$ cat src/rtl/tq_coef_rd_ctrl.sv
// -----------------------------------------------------------------------------
// tq_coef_rd_ctrl
//
// Read-side controller for the TQ coefficient RAM (port B, read-only). A run of
// consecutive rows is fetched, where each row holds one 4x4 block of 16
// coefficients. Each block goes to the entropy-coding stage over a valid/ready
// handshake, tagged with its run index, its non-zero coefficient count and a
// last-of-run marker. A 2-entry output FIFO absorbs the RAM's 1-cycle read
// latency. This sustains one block per cycle while blk_ready_i stays high.
//
// Ports
//   clk, rst_n     clock; synchronous active-low reset
//   start_i        1-cycle pulse that begins a run (ignored unless idle)
//   base_addr_i    first row of the run, sampled with start_i
//   num_rows_i     number of rows in the run (0..64), sampled with start_i
//   busy_o         run in progress
//   done_o         1-cycle pulse when the run has completed
//   rd_b_o         RAM port B read enable
//   raddr_b_o      RAM port B read address (registered, wraps 63 -> 0)
//   rdata_b_i      RAM port B read data, valid the cycle after rd_b_o
//   blk_valid_o    output block valid
//   blk_ready_i    downstream ready; a transfer is valid & ready
//   blk_data_o     block coefficients, coef k at bits [COEF_W*k +: COEF_W]
//   blk_idx_o      0-based index of the block within the run
//   blk_nnz_o      number of non-zero coefficients in the block (0..16)
//   blk_last_o     final block of the run
// -----------------------------------------------------------------------------
module tq_coef_rd_ctrl #(
  parameter int COEF_W = 16,
  parameter int ADDR_W = 6
) (
  input  logic                 clk,
  input  logic                 rst_n,
  input  logic                 start_i,
  input  logic [ADDR_W-1:0]    base_addr_i,
  input  logic [ADDR_W:0]      num_rows_i,
  output logic                 busy_o,
  output logic                 done_o,
  output logic                 rd_b_o,
  output logic [ADDR_W-1:0]    raddr_b_o,
  input  logic [16*COEF_W-1:0] rdata_b_i,
  output logic                 blk_valid_o,
  input  logic                 blk_ready_i,
  output logic [16*COEF_W-1:0] blk_data_o,
  output logic [ADDR_W-1:0]    blk_idx_o,
  output logic [4:0]           blk_nnz_o,
  output logic                 blk_last_o
);

  localparam int NCOEF = 16;
  localparam int ROW_W = NCOEF * COEF_W;

  typedef enum logic [1:0] {
    S_IDLE = 2'd0,
    S_RUN  = 2'd1,
    S_DONE = 2'd2
  } state_t;

  state_t state_reg, state_next;

  // Run bookkeeping
  logic [ADDR_W:0]   count_reg;      // rows in the current run
  logic [ADDR_W:0]   rows_left_reg;  // rows not yet issued to the RAM
  logic [ADDR_W-1:0] addr_reg;       // next RAM row to read
  logic [ADDR_W-1:0] cap_idx_reg;    // run index of the next captured row
  logic              inflight_reg;   // RAM data returns this cycle

  // Output FIFO: slot 0 is always the head, so the outputs never need a mux
  logic [1:0]        buf_cnt_reg, buf_cnt_next;
  logic [ROW_W-1:0]  slot_data_reg [2];
  logic [ADDR_W-1:0] slot_idx_reg  [2];
  logic [4:0]        slot_nnz_reg  [2];
  logic              slot_last_reg [2];

  logic              pop;
  logic              push;
  logic              push_to_head;
  logic [2:0]        occ_after;
  logic [NCOEF-1:0]  coef_nz;
  logic [4:0]        nnz_calc;
  logic              last_calc;

  // ---------------------------------------------------------------------------
  // Non-zero count of the returning row, computed as it is captured
  // ---------------------------------------------------------------------------
  generate
    for (genvar gi = 0; gi < NCOEF; gi++) begin : g_nz
      assign coef_nz[gi] = |rdata_b_i[gi*COEF_W +: COEF_W];
    end
  endgenerate

  always_comb begin
    nnz_calc = '0;
    for (int k = 0; k < NCOEF; k++) begin
      nnz_calc = nnz_calc + 5'(coef_nz[k]);
    end
  end

  assign last_calc = ({1'b0, cap_idx_reg} == (count_reg - (ADDR_W+1)'(1)));

  // ---------------------------------------------------------------------------
  // Handshake, issue decision and next state
  // ---------------------------------------------------------------------------
  assign blk_valid_o = (buf_cnt_reg != 2'd0);
  assign blk_data_o  = slot_data_reg[0];
  assign blk_idx_o   = slot_idx_reg[0];
  assign blk_nnz_o   = slot_nnz_reg[0];
  assign blk_last_o  = slot_last_reg[0];
  assign raddr_b_o   = addr_reg;

  always_comb begin
    pop          = blk_valid_o & blk_ready_i;
    push         = inflight_reg;
    // Occupancy once this cycle's returning row is stored and any pop is
    // taken. A new read is only issued when its row is sure to find a free
    // slot. The decision uses this cycle's live handshake, so a stall never
    // lets a third row be requested. With ready held high it still issues
    // every cycle.
    occ_after    = 3'(buf_cnt_reg) + 3'(inflight_reg) - 3'(pop);
    buf_cnt_next = 2'(occ_after);
    push_to_head = (buf_cnt_reg == 2'd0) || ((buf_cnt_reg == 2'd1) && pop);

    rd_b_o     = 1'b0;
    busy_o     = 1'b0;
    done_o     = 1'b0;
    state_next = state_reg;

    case (state_reg)
      S_IDLE: begin
        if (start_i) begin
          state_next = (num_rows_i != '0) ? S_RUN : S_DONE;
        end
      end
      S_RUN: begin
        busy_o = 1'b1;
        rd_b_o = (rows_left_reg != '0) && (occ_after < 3'd2);
        // Finished once every row is issued, nothing returns and the FIFO
        // drains with this cycle's pop.
        if ((rows_left_reg == '0) && !inflight_reg && (buf_cnt_next == 2'd0)) begin
          state_next = S_DONE;
        end
      end
      S_DONE: begin
        done_o     = 1'b1;
        state_next = S_IDLE;
      end
      default: begin
        state_next = S_IDLE;
      end
    endcase
  end

  // ---------------------------------------------------------------------------
  // State register and run counters
  // ---------------------------------------------------------------------------
  always_ff @(posedge clk) begin
    if (!rst_n) begin
      state_reg     <= S_IDLE;
      count_reg     <= '0;
      rows_left_reg <= '0;
      addr_reg      <= '0;
      cap_idx_reg   <= '0;
      inflight_reg  <= 1'b0;
    end else begin
      state_reg    <= state_next;
      inflight_reg <= rd_b_o;
      if ((state_reg == S_IDLE) && start_i) begin
        count_reg     <= num_rows_i;
        rows_left_reg <= num_rows_i;
        addr_reg      <= base_addr_i;
        cap_idx_reg   <= '0;
      end else begin
        if (rd_b_o) begin
          rows_left_reg <= rows_left_reg - (ADDR_W+1)'(1);
          addr_reg      <= addr_reg + ADDR_W'(1);   // natural wrap 63 -> 0
        end
        if (push) begin
          cap_idx_reg <= cap_idx_reg + ADDR_W'(1);
        end
      end
    end
  end

  // ---------------------------------------------------------------------------
  // Output FIFO
  // ---------------------------------------------------------------------------
  always_ff @(posedge clk) begin
    if (!rst_n) begin
      buf_cnt_reg <= 2'd0;
      for (int k = 0; k < 2; k++) begin
        slot_data_reg[k] <= '0;
        slot_idx_reg[k]  <= '0;
        slot_nnz_reg[k]  <= '0;
        slot_last_reg[k] <= 1'b0;
      end
    end else begin
      buf_cnt_reg <= buf_cnt_next;
      if (pop) begin
        slot_data_reg[0] <= slot_data_reg[1];
        slot_idx_reg[0]  <= slot_idx_reg[1];
        slot_nnz_reg[0]  <= slot_nnz_reg[1];
        slot_last_reg[0] <= slot_last_reg[1];
      end
      if (push) begin
        if (push_to_head) begin
          slot_data_reg[0] <= rdata_b_i;
          slot_idx_reg[0]  <= cap_idx_reg;
          slot_nnz_reg[0]  <= nnz_calc;
          slot_last_reg[0] <= last_calc;
        end else begin
          slot_data_reg[1] <= rdata_b_i;
          slot_idx_reg[1]  <= cap_idx_reg;
          slot_nnz_reg[1]  <= nnz_calc;
          slot_last_reg[1] <= last_calc;
        end
      end
    end
  end

endmodule

$ cat config.mk
export PLATFORM = sky130hd
export DESIGN_NAME = tq_coef_rd_ctrl
export DESIGN_NICKNAME = d
export VERILOG_FILES = /design/src/rtl/tq_coef_rd_ctrl.sv
export SDC_FILE = /design/constraint.sdc
export NUM_CORES = 1
export LEC_CHECK = 0
export ABC_AREA = 1
export CORE_ASPECT_RATIO = 0.7
export CORE_MARGIN = 2
export CORE_UTILIZATION = 45
export CTS_CLUSTER_SIZE = 14
export DETAILED_ROUTE_END_ITERATION = 7
export PLACE_DENSITY = 0.8
export SETUP_SLACK_MARGIN = 0.4
export SKIP_CTS_REPAIR_TIMING = 1
export SYNTH_ARGS = -nofsm -noshare
export SYNTH_HDL_FRONTEND = slang
export SYNTH_SLANG_ARGS = --single-unit
$ cat constraint.sdc
create_clock -name clk -period 11.5 [get_ports clk]
set_input_delay 2.875 -clock clk [delete_from_list [all_inputs] [get_ports clk]]
set_output_delay 2.875 -clock clk [all_outputs]
set_load 0.02 [all_outputs]
==> impl_metrics.json <==
{
  "final_cell_mix": "clkdlybuf4s50_1, edfxtp_1, nor2_1",
  "ir_worst_vdd_mv": 0.113,
  "antenna_found_initial": 1,
  "slowest_stage": "clkdlybuf4s50_1",
  "r2r-end": "slot_nnz_reg[0][2]",
  "track_usage_pct": 21.3,
  "synthDistinctLibCells": 31,
  "rows": 73,
  "drv_slew": 0,
  "p_per_area_mw_per_mm2": 194,
  "largest_register_ff_count": 512,
  "cts_buffer_depth": 3,
  "synth_cells": 2374,
  "clkSinkCount": 567,
  "drc": 0,
  "r2r_start": "inflight_reg",
  "avgViaCountPerCell": 5.28,
  "rsz0062_at_grt": "no",
  "min_path_cells": 2,
  "worstRegToRegCells": 6,
  "nets": 2903,
  "layout-drive-gt1-share_pct": 4.08,
  "ys_seq_elements": 567,
  "gp_congestion": 0.909,
  "place_ws_ns": 2.99,
  "hold_ws_ns": 0.511,
  "worst-path-buf-inv": 6,
  "cpPeakStageDelay_ns": 0.61,
  "cp-end-kind": "output port",
  "grt_pass1_vias": 17540,
  "synth-seq-area-share_pct": 64.3,
  "setup_viol": 0,
  "fin_worst_skew_ns": 0.0222,
  "grt_max_degree": 250,
  "worst_slew_pin_slew_ns": 1.36,
  "syn_area_sq_mm": 0.0260,
  "dp.final_hpwl_mm": 44.8,
  "synthesis.nets": 2670,
  "htreeDepth": 2,
  "status": "completed",
  "crit_path_start_kind": "primary input",
  "relSlewSlack_pct": 9.65,
  "insertion_delay_ns": 0.60,
  "vias": 17945,
  "grt-ovfl-total": 0,
  "yosys-top-cells-area": "edfxtp_1, buf_4, o21ai_0, a21oi_1, nor2_1",
  "drt_wl_total_mm": 66.5,
  "cts_tree": "yes",
  "yosysTopAreaCell": "edfxtp_1",
  "numCtsBuffers": 55,
  "start_util_pct": 45.7,
  "cp.arrival_ns": 5.65,
  "fp.dieH_um": 205,
  "cap_violations": 0,
  "seq_area_sq_mm": 0.0167,
  "area_growth_syn_to_layout_pct": 21.8,
  "grt_pass1_wl_mm": 99.5,
  "r2r_setup_slack_ns": 7.72,
  "cts_root_buffer": "clkbuf_16",
  "antenna_cells": 0,
  "holdPathEnd": "count_reg[5]",
  "worstHoldStart": "count_reg[5]",
  "crit_fanout": 7,
  "path_delay_family": "buffers and inverters",
  "dieArea_sq_mm": 0.0598,
  "ant_nets": 0,
  "die_w_um": 291,
  "drtIter0Drc": 1695,
  "wl_per_cell_um": 19.6,
  "core-area_sq_mm": 0.0569,
  "setup_tns_ns": 0,
  "crit_type": "primary input to output port",
  "clkTransAtPathRegs_ns": 0.06,
  "hold_path.class": "register to register",
  "power.leakage_uw": 0.0124,
  "yosysTopAreaCellShare_pct": 61.9,
  "cpMostUsedCell": "inv_1",
  "fill_cells": 4636,
  "multi_input_area_sq_mm": 0.00555,
  "total_power_uw": 6160,
  "final_common_cell": "clkdlybuf4s50_1",
  "finalHoldViolations": 0,
  "path_cells": "clkdlybuf4s50_1 -> inv_1 -> nor2_2 -> ha_1 -> inv_1 -> ha_1 -> inv_1 -> fa_1 -> nand2_1 -> nor2_1 -> nand2_2 -> inv_1 -> clkdlybuf4s50_1",
  "avgSynthCellArea_sq_um": 11.0,
  "fmax_ghz": 0.117,
  "period_needed_ns": 8.52,
  "yosysWarnings": 0,
  "finalCritPeriodShare_pct": 74.1,
  "io_pins": 551,
  "worst_ep_required_time_ns": 8.63,
  "numPortBuffers": 550,
  "drtPass1Iterations": 6,
  "setup_slack_ns": 2.98
}
## cell type report
class	count	area share (%)
inverters	314	3.74
multi-input cells	1105	17.5
repair buffers	564	17.8
flip-flops and latches	567	52.8
clock buffers	72	4.68
clock inverters	25	0.549
well taps	750	2.96
## worst reg2reg max path, stage by stage, from the launching register on
cell     delay (ns)
dfxtp_1        0.55
nand2_2        0.21
nor2_4         0.67
buf_12         0.58
buf_4          1.15
o21ai_0        0.23
o211a_1        0.17
## layer usage
layer	wire length (um)	vias up	part of all wire, %	track usage (%)
met4	2600	2	3.9	8.69
met5	13	-	0.020	0
met3	5480	177	8.2	5.00
met1	26600	8584	40	27.7
li1	-	8304	-	-
met2	31800	878	48	34.7
## stage by stage
stage / instances / utilization (%) / cell area, sq um
2_1_floorplan: 2374 / - / 26000
3_3_place_gp: 3300 / 52.8 / 30000
3_5_place_dp: 3300 / 52.8 / 30000
4_1_cts: 3397 / 55.7 / 31700
5_1_grt: 3397 / 55.7 / 31700
6_report: 3397 / 55.7 / 31700
## kinds of logic (layout without fill, tap and decap cells)
logic type | after synthesis | after routing | synth area share [%]
AOI/OAI and AO/OA | 569 | 569 | 11.0
xor gates and xnor gates | 9 | 9 | 0.303
adders and majority gates | 23 | 23 | 1.42
buffers and inverters | 702 | 975 | 14.5
DFF | 567 | 567 | 64.3
and+or+nand+nor | 504 | 504 | 8.46
## where the power goes
part	switching [uW]	internal, uW	total (uW)
clock network	776	929	1710
registers	131	2730	2860
logic	999	599	1600
total	1910	4250	6160
## how the worst max path moves through the flow
stage,from,to,slack [ns],cells after the start
after floorplan,blk_ready_i,slot_data_reg[0][256],1.92,5
after global placement,blk_ready_i,rd_b_o,2.98,13
after detailed placement,blk_ready_i,rd_b_o,2.99,13
after CTS,blk_ready_i,rd_b_o,2.97,13
after global routing,blk_ready_i,rd_b_o,2.79,13
final,blk_ready_i,rd_b_o,2.98,13
## synth_stat cells
library cell,instances
nand2_1,57
inv_1,309
fa_1,11
buf_4,274
nor2_4,1
a21oi_1,276
nand3_1,30
xor2_1,5
ha_1,12
o22ai_1,1
nor2_1,310
clkbuf_1,21
o21ai_1,2
inv_2,5
nand4_1,58
nand2_4,1
buf_2,93
o21bai_1,1
nor4_1,25
o211a_1,1
dfxtp_1,31
a21o_1,1
nand3_2,1
xnor2_1,4
nand2_2,4
or3_1,1
nor3_1,9
o21ai_0,286
o31ai_1,1
edfxtp_1,536
nor2_2,7
Power figures use the tool's default switching activity.
